===== src/rtl/mips_pkg.sv =====
// Shared MIPS core definitions: opcode constants and hazard sequencer states.
package mips_pkg;

    localparam logic [5:0] OP_RTYPE = 6'b000000;
    localparam logic [5:0] OP_LW    = 6'b100011;
    localparam logic [5:0] OP_SW    = 6'b101011;
    localparam logic [5:0] OP_BEQ   = 6'b000100;

    typedef enum logic [1:0] {
        RUN   = 2'd0,
        STALL = 2'd1,
        FLUSH = 2'd2
    } hz_state_t;

    // Opcodes whose rt field is a source operand (LW writes rt instead).
    function automatic logic reads_rt(input logic [5:0] op);
        return (op == OP_RTYPE) || (op == OP_SW) || (op == OP_BEQ);
    endfunction

endpackage


===== src/rtl/sat_counter.sv =====
// Saturating event counter with synchronous clear that wins over increment.
module sat_counter #(
    parameter int W = 16
) (
    input  logic         clk,
    input  logic         rst_n,
    input  logic         inc,
    input  logic         clr,
    output logic [W-1:0] count
);

    logic [W-1:0] r_count;

    // Count events, stick at all-ones, clear on request.
    always_ff @(posedge clk or negedge rst_n) begin
        if (!rst_n)
            r_count <= '0;
        else if (clr)
            r_count <= '0;
        else if (inc && (r_count != {W{1'b1}}))
            r_count <= r_count + 1'b1;
    end

    assign count = r_count;

endmodule


===== src/rtl/hazard_unit.sv =====
// Load-use stall detector and taken-branch flush sequencer for the 5-stage core.
module hazard_unit
    import mips_pkg::*;
#(
    parameter int CNT_W = 16
) (
    input  logic             clk,
    input  logic             rst_n,
    input  logic [5:0]       id_opcode,
    input  logic [4:0]       id_rs,
    input  logic [4:0]       id_rt,
    input  logic             ex_mem_read,
    input  logic [4:0]       ex_rt,
    input  logic             mem_branch,
    input  logic             mem_zero,
    input  logic             cnt_clr,
    output logic             hazard_detected,
    output logic             pc_write,
    output logic             if_id_write,
    output logic             if_id_flush,
    output logic             id_ex_flush,
    output logic             ex_mem_flush,
    output logic             pc_src,
    output logic [CNT_W-1:0] stall_cnt,
    output logic [CNT_W-1:0] flush_cnt
);

    hz_state_t r_state;

    logic w_lu;
    logic w_tb;
    logic w_flush_act;
    logic w_stall_act;

    // Raw conditions; LW in ID writes rt, so only rs is compared for it.
    assign w_lu = ex_mem_read && (ex_rt != 5'd0) &&
                  ((ex_rt == id_rs) || ((ex_rt == id_rt) && reads_rt(id_opcode)));
    assign w_tb = mem_branch && mem_zero;

    // A branch in FLUSH is ignored; flush beats a simultaneous load-use.
    assign w_flush_act = w_tb && (r_state != FLUSH);
    assign w_stall_act = w_lu && (r_state == RUN) && !w_tb;

    // Sequencer: one bubble per load-use, one recovery cycle per redirect.
    always_ff @(posedge clk or negedge rst_n) begin
        if (!rst_n) begin
            r_state <= RUN;
        end else begin
            case (r_state)
                RUN: begin
                    if (w_tb)
                        r_state <= FLUSH;
                    else if (w_lu)
                        r_state <= STALL;
                end
                STALL:   r_state <= w_tb ? FLUSH : RUN;
                FLUSH:   r_state <= RUN;
                default: r_state <= RUN;
            endcase
        end
    end

    // Outputs are combinational and forced quiet while reset is held.
    always_comb begin
        hazard_detected = 1'b0;
        pc_write        = 1'b0;
        if_id_write     = 1'b0;
        if_id_flush     = 1'b0;
        id_ex_flush     = 1'b0;
        ex_mem_flush    = 1'b0;
        pc_src          = 1'b0;
        if (rst_n) begin
            if (w_flush_act) begin
                pc_src       = 1'b1;
                if_id_flush  = 1'b1;
                id_ex_flush  = 1'b1;
                ex_mem_flush = 1'b1;
                pc_write     = 1'b1;
                if_id_write  = 1'b1;
            end else if (w_stall_act) begin
                hazard_detected = 1'b1;
            end else begin
                pc_write    = 1'b1;
                if_id_write = 1'b1;
            end
        end
    end

    sat_counter #(.W(CNT_W)) u_stall_cnt (
        .clk   (clk),
        .rst_n (rst_n),
        .inc   (hazard_detected),
        .clr   (cnt_clr),
        .count (stall_cnt)
    );

    sat_counter #(.W(CNT_W)) u_flush_cnt (
        .clk   (clk),
        .rst_n (rst_n),
        .inc   (pc_src),
        .clr   (cnt_clr),
        .count (flush_cnt)
    );

endmodule


===== config.mk =====
export PLATFORM = sky130hd
export DESIGN_NAME = hazard_unit
export DESIGN_NICKNAME = d
export VERILOG_FILES = /design/src/rtl/mips_pkg.sv /design/src/rtl/sat_counter.sv /design/src/rtl/hazard_unit.sv
export SDC_FILE = /design/constraint.sdc
export NUM_CORES = 1
export LEC_CHECK = 0
export CAP_MARGIN = 25
export CORE_MARGIN = 10
export CORE_UTILIZATION = 46
export CTS_CLUSTER_SIZE = 40
export DETAILED_ROUTE_END_ITERATION = 7
export PLACE_DENSITY = 0.91
export SLEW_MARGIN = 40
export SYNTH_ARGS = -nofsm -noshare
export SYNTH_HDL_FRONTEND = slang
export SYNTH_SLANG_ARGS = --single-unit

===== constraint.sdc =====
create_clock -name clk -period 3.4 [get_ports clk]
set_input_delay 1.02 -clock clk [delete_from_list [all_inputs] [get_ports clk]]
set_output_delay 1.02 -clock clk [all_outputs]
set_load 0.01 [all_outputs]

# ---- Yosys cells after proc, flatten, opt, wreduce, memory -nomap -nowiden
# Cells that the tools add are included.
dict set report word_totals {
  regBits 34
  inputBits 27
  output_inout_bits 39
  elab_cells 48
}
dict set report classes {
  add_sub_neg 2
  eq_ne 9
  n_mux 16
  n_reduce_logical 18
}
# operator n
set ops {}
lappend ops {{16-bit 2-to-1 mux} 4}
lappend ops {{16-bit by 1-bit adder with 16-bit output (second input constant)} 2}
lappend ops {{16-bit != test (second input constant)} 2}
lappend ops {{5-bit == test} 2}
lappend ops {{1-bit logical AND} 9}
lappend ops {{1-bit 2-to-1 mux} 8}
lappend ops {{6-bit by 3-bit == test with 1-bit output (second input constant)} 1}
lappend ops {{6-bit == test (second input constant)} 1}
lappend ops {{6-bit logical NOT} 1}
lappend ops {{2-bit 2-to-1 mux} 3}
lappend ops {{5-bit nonzero test} 1}
lappend ops {{2-bit one-hot mux with 2 select lines} 1}
lappend ops {{2-bit nonzero test} 2}
lappend ops {{1-bit logical OR} 3}
lappend ops {{3-bit != test (second input constant)} 1}
lappend ops {{2-bit by 1-bit == test with 1-bit output (second input constant)} 1}
lappend ops {{2-bit logical NOT} 1}
lappend ops {{2-bit != test (second input constant)} 1}
lappend ops {{1-bit logical NOT} 1}

# ---- Depth between registers and ports, before layout
dict set report logic_depth {
  word_depth 14
  mapped_depth 7
  ltp_nobuf 7
}

# ---- Cells and area by module
# A second synthesis with hierarchy kept.
dict set report unflattened {
  cells_unflattened 234
  hier_area_um2 2189.6
}
# module n_inst cells_each area_each_um2 seq_area_each_um2
set modules_own_cells {}
lappend modules_own_cells {sat_counter 2 98 942.2 400.4}
lappend modules_own_cells {hazard_unit 1 38 305.3 50.0}

# ---- Worst setup path before layout
# No wires, ideal clock.
dict set report synth_path {
  path_type {input port to output port}
  from {input port ex_rt[1]}
  to {output port pc_write}
  arrival_ns 2.315
  slack_ns 0.065
  stages 5
  path_buffers 1
  cell_sequence {or4_4 o211a_4 a21boi_0 nor2_1 buf_4}
}
dict set report synth_between {
  elab_chain_len 9
}
# item line
set synth_rtl {}
lappend synth_rtl {{start, declared} hazard_unit.sv:13} ;# input logic [4:0] ex_rt,
lappend synth_rtl {{5-bit == test} hazard_unit.sv:37} ;# ((ex_rt == id_rs) || ((ex_rt == id_rt) && reads_rt(id_opcode)));
lappend synth_rtl {{1-bit logical AND} hazard_unit.sv:37}
lappend synth_rtl {{1-bit logical OR} hazard_unit.sv:37}
lappend synth_rtl {{1-bit logical AND *} hazard_unit.sv:36} ;# assign w_lu = ex_mem_read && (ex_rt != 5'd0) &&
lappend synth_rtl {{1-bit logical AND * (2 in a row)} hazard_unit.sv:42} ;# assign w_stall_act = w_lu && (r_state == RUN) && !w_tb;
lappend synth_rtl {{1-bit 2-to-1 mux * (3 in a row)} -}
lappend synth_rtl {{end, declared} hazard_unit.sv:18} ;# output logic pc_write,
# Every way passes the cells marked *; elsewhere a longest branch is shown, timed or not.

# ---- Final worst setup path
dict set report layout_path {
  from {input port ex_rt[3]}
  to {output port pc_write}
}
dict set report layout_between {
  elab_chain_len 9
}
# item line
set layout_rtl {}
lappend layout_rtl {{5-bit == test} hazard_unit.sv:37}
lappend layout_rtl {{1-bit logical AND} hazard_unit.sv:37}
lappend layout_rtl {{1-bit logical OR} hazard_unit.sv:37}
lappend layout_rtl {{1-bit logical AND *} hazard_unit.sv:36}
lappend layout_rtl {{1-bit logical AND * (2 in a row)} hazard_unit.sv:42}
lappend layout_rtl {{1-bit 2-to-1 mux *} hazard_unit.sv:80} ;# end else if (w_stall_act) begin
lappend layout_rtl {{1-bit 2-to-1 mux *} hazard_unit.sv:73} ;# if (w_flush_act) begin
lappend layout_rtl {{1-bit 2-to-1 mux *} hazard_unit.sv:72} ;# if (rst_n) begin
# Marked as above.

==> flow_summary.html <==
<table>
<tr><th>Metric</th><th>Value</th></tr>
<tr><th colspan="2">Outcome</th></tr>
<tr><td>Status</td><td>finished, final reports clean</td></tr>
<tr><th colspan="2">Synthesis</th></tr>
<tr><td>Synthesized instance count</td><td>223</td></tr>
<tr><td>Cell area after technology mapping</td><td>0.00208 mm2</td></tr>
<tr><td>Post-synth EDFFs</td><td>0</td></tr>
<tr><td>Synthesized Nets</td><td>252</td></tr>
<tr><td>Warning count from the yosys run</td><td>0</td></tr>
<tr><td>Number of distinct library cell variants in the gate-level netlist after synthesis</td><td>46</td></tr>
<tr><td>FF+latch count, synth</td><td>34</td></tr>
<tr><td>Sequential-to-total area share from yosys stat</td><td>0.409</td></tr>
<tr><td>Share of flip-flops with an asynchronous set or reset</td><td>1.00</td></tr>
<tr><td>Mean instance size in the synthesized netlist</td><td>9.33 um2</td></tr>
<tr><td>Most used flip-flop cell after synthesis</td><td>sky130_fd_sc_hd__dfrtp_1</td></tr>
<tr><th colspan="2">Critical path</th></tr>
<tr><td>Startpoint class of the critical path</td><td>input pin</td></tr>
<tr><td>Critical path startpoint</td><td>ex_rt[3]</td></tr>
<tr><td>Max incr delay on CP</td><td>530 ps</td></tr>
<tr><td>Cell repeated most along the worst path</td><td>sky130_fd_sc_hd__buf_2</td></tr>
<tr><td>WP data required</td><td>2380 ps</td></tr>
<tr><td>Worst setup path end</td><td>pc_write</td></tr>
<tr><td>Endpoint of the most critical register-to-register path</td><td>u_flush_cnt.count[15]</td></tr>
<tr><td>FF-to-FF setup slack</td><td>1170 ps</td></tr>
<tr><td>Worst R2R Start</td><td>u_flush_cnt.count[0]</td></tr>
<tr><td>Worst Path Buf+Inv</td><td>2</td></tr>
<tr><td>Top cell family by delay on the critical path</td><td>simple AND/OR/NAND/NOR gates</td></tr>
<tr><td>Cell depth of the worst flop-to-flop path</td><td>7</td></tr>
<tr><td>Crit-path cells</td><td>buf_2, or4_4, o211a_4, a21boi_2, nor2_1, buf_2</td></tr>
<tr><td>Data arrival at the endpoint of the critical path</td><td>2360 ps</td></tr>
<tr><td>Critical path capture point type</td><td>output port</td></tr>
<tr><td>Cell depth of the worst setup path</td><td>6</td></tr>
<tr><td>Critical Path Fanout Max</td><td>3</td></tr>
<tr><td>Worst Setup Path Type</td><td>in2out</td></tr>
<tr><td>Slowest stage cell, crit path</td><td>sky130_fd_sc_hd__or4_4</td></tr>
<tr><th colspan="2">Placed design</th></tr>
<tr><td>DP Area</td><td>0.00286 mm2</td></tr>
<tr><td>PortBufs</td><td>65</td></tr>
<tr><td>Worst setup slack before clock tree synthesis</td><td>-872 ps</td></tr>
<tr><td>Post-detailed-placement half-perimeter wirelength</td><td>4410 um</td></tr>
<tr><td>Gpl congestion</td><td>0.815</td></tr>
<tr><td>Placed cell count</td><td>348</td></tr>
<tr><th colspan="2">Power</th></tr>
<tr><td>Net Sw Power</td><td>0.196 mW</td></tr>
<tr><td>IR Drop Worst-Case VDD</td><td>195 uV</td></tr>
<tr><td>Switching part of the total</td><td>0.238</td></tr>
<tr><td>Leakage power</td><td>1.34 nW</td></tr>
<tr><td>Internal portion of total power</td><td>0.630 mW</td></tr>
<tr><td>Share of power burned in the clock network</td><td>0.368</td></tr>
<tr><td>Sequential cell fraction of total power</td><td>0.493</td></tr>
<tr><td>Power Density</td><td>274 mW/mm2</td></tr>
<tr><td>Sum of internal, switching and leakage power</td><td>0.826 mW</td></tr>
<tr><td>Combinational group share of total power</td><td>0.138</td></tr>
<tr><th colspan="2">Hold path</th></tr>
<tr><td>Kind of path behind the tightest hold check</td><td>reg2reg</td></tr>
<tr><td>Cell count of the worst hold path</td><td>1</td></tr>
<tr><th colspan="2">Clock tree</th></tr>
<tr><td>Clock sink total</td><td>34</td></tr>
<tr><td>Hold-fix buffers, CTS</td><td>0</td></tr>
<tr><td>Clk Latency, worst-skew pair</td><td>280 ps</td></tr>
<tr><td>Clock buffer depth</td><td>2</td></tr>
<tr><td>Clock tree from TritonCTS</td><td>built</td></tr>
<tr><td>CTS clock-pin slew for the worst setup and hold paths</td><td>70 ps</td></tr>
<tr><td>Clock root cell</td><td>sky130_fd_sc_hd__clkbuf_8</td></tr>
<tr><td>H-tree depth reported by CTS</td><td>2</td></tr>
<tr><td>TritonCTS Buffers</td><td>5</td></tr>
<tr><th colspan="2">Floorplanning</th></tr>
<tr><td>I/O pin total</td><td>66</td></tr>
<tr><td>Starting Density</td><td>0.478</td></tr>
<tr><td>Area of the die</td><td>0.00761 mm2</td></tr>
<tr><td>Standard-cell row count</td><td>24</td></tr>
<tr><td>Horizontal die dimension</td><td>87.2 um</td></tr>
<tr><td>Core ar.</td><td>0.00435 mm2</td></tr>
<tr><td>Die height</td><td>87.2 um</td></tr>
<tr><th colspan="2">Finish</th></tr>
<tr><td>Antenna fix cells</td><td>0</td></tr>
<tr><td>Core occupancy in the finished layout</td><td>0.694</td></tr>
<tr><td>Proportion of layout cells with a drive suffix above 1</td><td>0.229</td></tr>
<tr><td>Nets</td><td>342</td></tr>
<tr><td>Final design area excluding fillers</td><td>0.00302 mm2</td></tr>
<tr><td>Area growth, synth to finish</td><td>45.2%</td></tr>
<tr><td>Number of standard cells in the layout, taps in and fillers out</td><td>366</td></tr>
<tr><th colspan="2">Drt</th></tr>
<tr><td>Final Routed Wirelength</td><td>5670 um</td></tr>
<tr><td>Routed vias</td><td>1959</td></tr>
<tr><td>DR top layer</td><td>met4</td></tr>
<tr><td>Average wire length per cell after detail routing</td><td>15.5 um</td></tr>
<tr><td>Mean number of vias per cell</td><td>5.35</td></tr>
<tr><td>Iter 0 DRT Violations</td><td>42</td></tr>
<tr><td>Detailed Routing Iterations Pass 1</td><td>4</td></tr>
<tr><td>Routed metal-1 wire length</td><td>2330 um</td></tr>
<tr><td>Remaining design rule violation count</td><td>0</td></tr>
<tr><td>Antenna-violating nets left</td><td>0</td></tr>
<tr><td>Wire length on met3</td><td>517 um</td></tr>
<tr><td>Amount of wire on met2 after detailed routing</td><td>2740 um</td></tr>
<tr><th colspan="2">STA</th></tr>
<tr><td>Final WS setup</td><td>21.2 ps</td></tr>
<tr><td>Number of slew-limit violations in the final report</td><td>0</td></tr>
<tr><td>Portion of the clock cycle consumed by the worst path in the final layout</td><td>0.994</td></tr>
<tr><td>Clk_skew</td><td>6.13 ps</td></tr>
<tr><td>Actual transition at the worst max-transition pin</td><td>760 ps</td></tr>
<tr><td>Max frequency</td><td>296 MHz</td></tr>
<tr><td>Count of endpoints failing setup in the final report</td><td>0</td></tr>
<tr><td>Hold violation count in the final report</td><td>0</td></tr>
<tr><td>Shortest clock period the worst path allows after layout</td><td>3380 ps</td></tr>
<tr><td>Headroom to the max-slew limit</td><td>0.488</td></tr>
<tr><td>Unrepaired setup endpoints after global routing</td><td>yes</td></tr>
<tr><th colspan="2">Run</th></tr>
<tr><td>Max-cap violations</td><td>0</td></tr>
<tr><th colspan="2">GRT</th></tr>
<tr><td>Initial antenna violation count</td><td>0</td></tr>
<tr><td>Largest net degree at the start of global routing</td><td>18</td></tr>
<tr><td>Vias in the first global route</td><td>2022</td></tr>
<tr><td>Wire length of the first global-routing pass</td><td>9240 um</td></tr>
<tr><td>Overall Global Routing Usage</td><td>0.150</td></tr>
<tr><td>Grt ovf</td><td>0</td></tr>
</table>
-- worst register-to-register path, stage by stage (launching register included) --
cell and delay (ps):
sky130_fd_sc_hd__dfrtp_1 420, sky130_fd_sc_hd__ha_1 220, sky130_fd_sc_hd__nand2_1 100, sky130_fd_sc_hd__nor4_1 680
sky130_fd_sc_hd__a211oi_1 280, sky130_fd_sc_hd__nand4_1 190, sky130_fd_sc_hd__xor2_1 180, sky130_fd_sc_hd__nor2_1 60
-- final cells by class --
class / instances / area (um2)
Fill cell: 335 / 1330
Multi-Input combinational cell: 173 / 1180
Sequential cell: 34 / 851
Timing Repair Buffer: 92 / 806
Clock buffer: 7 / 86.3
Tap cell: 52 / 65.1
Inverter: 7 / 26.3
Clock inverter: 1 / 5.00
-- power groups by stage --
stage          Sequential, mW  Clock, mW  Combinational (mW)
4_1_cts                 0.408      0.306               0.111
3_3_place_gp            0.415          0               0.105
3_5_place_dp            0.415          0               0.108
2_1_floorplan           0.416          0              0.0396
6_report                0.408      0.304               0.114
5_1_grt                 0.408      0.331               0.124
-- synthesized netlist by cell type (3+ instances only) --
cell	instances	share of area
sky130_fd_sc_hd__nor2_1	40	0.072
sky130_fd_sc_hd__dfrtp_1	34	0.41
sky130_fd_sc_hd__xor2_1	16	0.067
sky130_fd_sc_hd__nand2_1	14	0.025
sky130_fd_sc_hd__xnor2_1	12	0.051
sky130_fd_sc_hd__nand3_1	10	0.024
sky130_fd_sc_hd__nand4_1	10	0.030
sky130_fd_sc_hd__a21oi_1	7	0.017
sky130_fd_sc_hd__inv_1	7	0.013
sky130_fd_sc_hd__and3_1	6	0.018
sky130_fd_sc_hd__nor2b_1	6	0.018
sky130_fd_sc_hd__nor3_1	5	0.012
sky130_fd_sc_hd__buf_4	4	0.014
sky130_fd_sc_hd__clkbuf_1	4	0.0072
sky130_fd_sc_hd__nand2b_1	4	0.012
sky130_fd_sc_hd__a31o_2	3	0.013
sky130_fd_sc_hd__mux2_2	3	0.016
-- logic make-up after synthesis --
logic type,synth area share
and+or+nand+nor,0.267
DFF,0.409
AOI/OAI and AO/OA,0.119
xor gates and xnor gates,0.118
buffers and inverters,0.0397
muxes,0.0355
adders and majority gates,0.0120
-- cells in the final DEF, fill, tap and decap left out, drive strengths merged, types with 3 or more instances in the layout --
cell type / instances
clkdlybuf4s50: 43
nor2: 40
buf: 35
dfrtp: 34
xor2: 16
nand2: 14
xnor2: 12
nand3: 11
nand4: 10
clkbuf: 10
a21oi: 8
inv: 7
and3: 7
nor2b: 6
dlymetal6s2s: 5
nor3: 5
mux2: 5
nand2b: 4
dlygate4sd2: 4
a211oi: 4
a31o: 3
or2: 3
-- per-layer routing --
metal  vias to the layer above  GRT usage
li1                        954          -
met2                        57      0.250
met4                         0     0.0449
met3                         9     0.0674
met1                       939      0.166
met5                         -          0
-- worst min path at each step --
stage,start,to
after floorplan,r_state[1],r_state[1]
after global placement,r_state[1],r_state[1]
after detailed placement,r_state[1],r_state[1]
after CTS,r_state[1],r_state[1]
after global routing,r_state[1],r_state[1]
final,r_state[1],r_state[1]
-- repair_timing --
item / CTS / global route
setup buffers: 7 / 3
endpoints found under the setup margin: 3 / 7
resized for setup: 43 / 15
pin swaps: 11 / 12
-- state kept, by name, summed over array words and instances (netlist names) --
name and cells:
u_flush_cnt.count 16, r_state 2, u_stall_cnt.count 16
-- metrics by stage --
stage               hold slack, ps  TNS, ps
floorplan                      426        0
global placement               436    -2310
detailed placement             446    -2440
CTS                            473    -29.7
global route                   498    -23.7
finish                         474        0
(Power assumes the default switching activity.)
==> variant, RTL diff (config.mk and constraints unchanged) <==
The 3 states of `hz_state_t` get a one-hot encoding in 3 bits.
--- a/src/rtl/mips_pkg.sv
+++ b/src/rtl/mips_pkg.sv
@@ -6,10 +6,10 @@
     localparam logic [5:0] OP_SW    = 6'b101011;
     localparam logic [5:0] OP_BEQ   = 6'b000100;
 
-    typedef enum logic [1:0] {
-        RUN   = 2'd0,
-        STALL = 2'd1,
-        FLUSH = 2'd2
+    typedef enum logic [2:0] {
+        RUN   = 3'b001,
+        STALL = 3'b010,
+        FLUSH = 3'b100
     } hz_state_t;
 
     // Opcodes whose rt field is a source operand (LW writes rt instead).
Formal check against the unedited RTL: same outputs for any inputs over 10 cycles, from zero or initial values and one cycle with rst_n low; not proved beyond that.
==> variant against the unedited design <==
  * Cell area rose by 3.2%
  * Wire length grew 5.1%
  * Worst setup slack better by 0.027 ns
  * Power increased by 13%
  * Sequential cell count up 1
  * Via count grew 3.0%
  * Fmax is 0.81% higher
  * Synthesized area increased by 4.9%
  * Critical endpoint is now hazard_detected
  * Largest cell class unchanged
  * Largest power group unchanged
==> variant: results (changes against the unedited design) <==
stage,metric,value,unit,change
route,WL met3,617,um,+19%
setup_path,WP data arrival,2.33,ns,-0.03 ns
global_routing,total track usage,15.6,%,+0.62 points
clock_tree,clk buf depth,2,,unchanged
clock_tree,CTS Root Cell,clkbuf_8,,
sta,measured slew at the worst slew-check pin,0.490,ns,-0.271 ns
pwr,leakage power,1.33,nW,-0.96%
synth,Synth top area share,39.0,%,-1.9 points
pwr,Worst VDD drop,0.198,mV,+1.3%
hold_path,Hold Crit Class,reg -> reg,,
clock_tree,Max H-tree Level,2,,unchanged
setup_path,reg2reg path depth,10,,+3
global_routing,initial antenna violation count,0,,unchanged
finish,share of layout cells above drive strength 1,23.8,%,+0.86 points
synth,most frequent cells after synthesis,"34 x dfrtp_1, 29 x nor2_1, 13 x xor2_1",,
route,routed vias/inst,5.56,,+3.9%
placed_design,Placement Cell Area,2930,sq um,+2.5%
route,met2 WL,2920,um,+6.6%
synth,asr flop ratio synth,100,%,unchanged
sta,Clock Skew,0.00678,ns,+0.000648 ns
global_routing,largest net degree at the start of global routing,34,,+16
clock_tree,Post-CTS Hold Fix Bufs,0,,unchanged
synth,sequential fraction of the synthesis area,40.2,%,-0.70 points
finish,n_diodes,0,,unchanged
placed_design,GPL Wtd Cong,0.826,,+1.4%
placed_design,IO Port Bufs,65,,unchanged
global_routing,vias in the first global route,2023,,+0.049%
global_routing,first-pass GRT wire length,9700,um,+5.0%
synth,Most used DFF post-synth,dfrtp_1,,
synth,Yosys cell types,44,,-4.3%
hold_path,WHS Path Cells,1,,unchanged
route,highest metal used,met4,,
route,routed length per instance,16.4,um,+6.0%
synth,Synth Net Count,256,,+1.6%
clock_tree,Skew-Pair Late Insertion Delay,0.30,ns,+0.02 ns
clock_tree,CTS buffer count,5,,unchanged
setup_path,crit path max fanout,3,,unchanged
synth,synth top area cells,"dfrtp_1 39%, xor2_1 5.2%, nor2_1 5.0%, mux2_4 4.8%, xnor2_1 4.4%",,
status,status,finished clean,,
placed_design,Post-Place Worst Slack,-0.728,ns,+0.144 ns
finish,Nets,339,,-0.88%
route,initial DRC count,72,,+71%
route,routed metal-1 wire length,2300,um,-1.3%
route,Initial DRT Pass Iterations,4,,unchanged
placed_design,dpl hpwl,4400,um,-0.34%
clock_tree,clock-pin slew on the worst setup and hold paths,0.07,ns,about the same
synth,Yosys warning total,0,,unchanged
sta,final hold violation count,0,,unchanged
[variant: power by group]
| part | internal, W | switching, W |
|---|---|---|
| clock network | 0.000237 | 0.000156 |
| registers | 0.000420 | 0.00000302 |
| logic | 0.0000582 | 0.0000599 |
[variant: final timing paths]
path | start | end | slack [ns]
max | id_opcode[2] | hazard_detected | 0.05
min | r_state[2] | r_state[2] | 0.52
max reg2reg | r_state[0] | u_stall_cnt.count[12] | 0.91
min reg2reg | r_state[2] | r_state[2] | 0.52
max in group asynchronous | rst_n | u_flush_cnt.count[10] | 2.24
min in group asynchronous | rst_n | r_state[1] | 0.53
[variant: cell families (layout without fill, tap and decap cells)]
kind of cell	after synthesis	in the layout	synth area share (%)
adders and majority gates	2	2	1.15
and+or+nand+nor	117	117	31.8
xor gates and xnor gates	24	24	9.64
AOI/OAI and AO/OA	24	24	7.06
DFF	35	35	40.2
muxes	9	9	5.79
buffers and inverters	16	100	4.36
[variant: what timing repair did]
action	CTS	global route
hold endpoints to repair	0	0
setup buffers	5	4
gates resized for setup	39	30
pin swaps	11	16
endpoints found under the setup margin	7	4
[variant: cell type report]
type                            count  area [sq um]
Clock inverter                      2          35.0
Multi-Input combinational cell    176          1270
Fill cell                         330          1360
Timing Repair Buffer               89           774
Sequential cell                    35           877
Tap cell                           52          65.1
Inverter                            3          11.3
Clock buffer                        6          82.6
[variant: metrics by stage]
stage	power, W	TNS, ns	cells
final	0.000934	0	363
after global routing	0.000968	-0.0804	363
after CTS	0.000937	0	359
after detailed placement	0.000544	-2.52	346
after global placement	0.000541	-2.40	346
after floorplan	0.000478	0	227
[variant: routing by layer]
layer	track usage, %	vias up
li1	-	976
met1	17.7	962
met2	25.5	70
met3	6.62	10
met4	5.73	0
met5	0	-
[variant: worst max-delay path: stages]
cell and delay [ns]:
dlygate4sd2_1 0.22, and4b_1 0.25, a21oi_2 0.07, nor3_2 0.19, a31oi_1 0.08, nor3_2 0.23, and2_1 0.15, buf_2 0.13
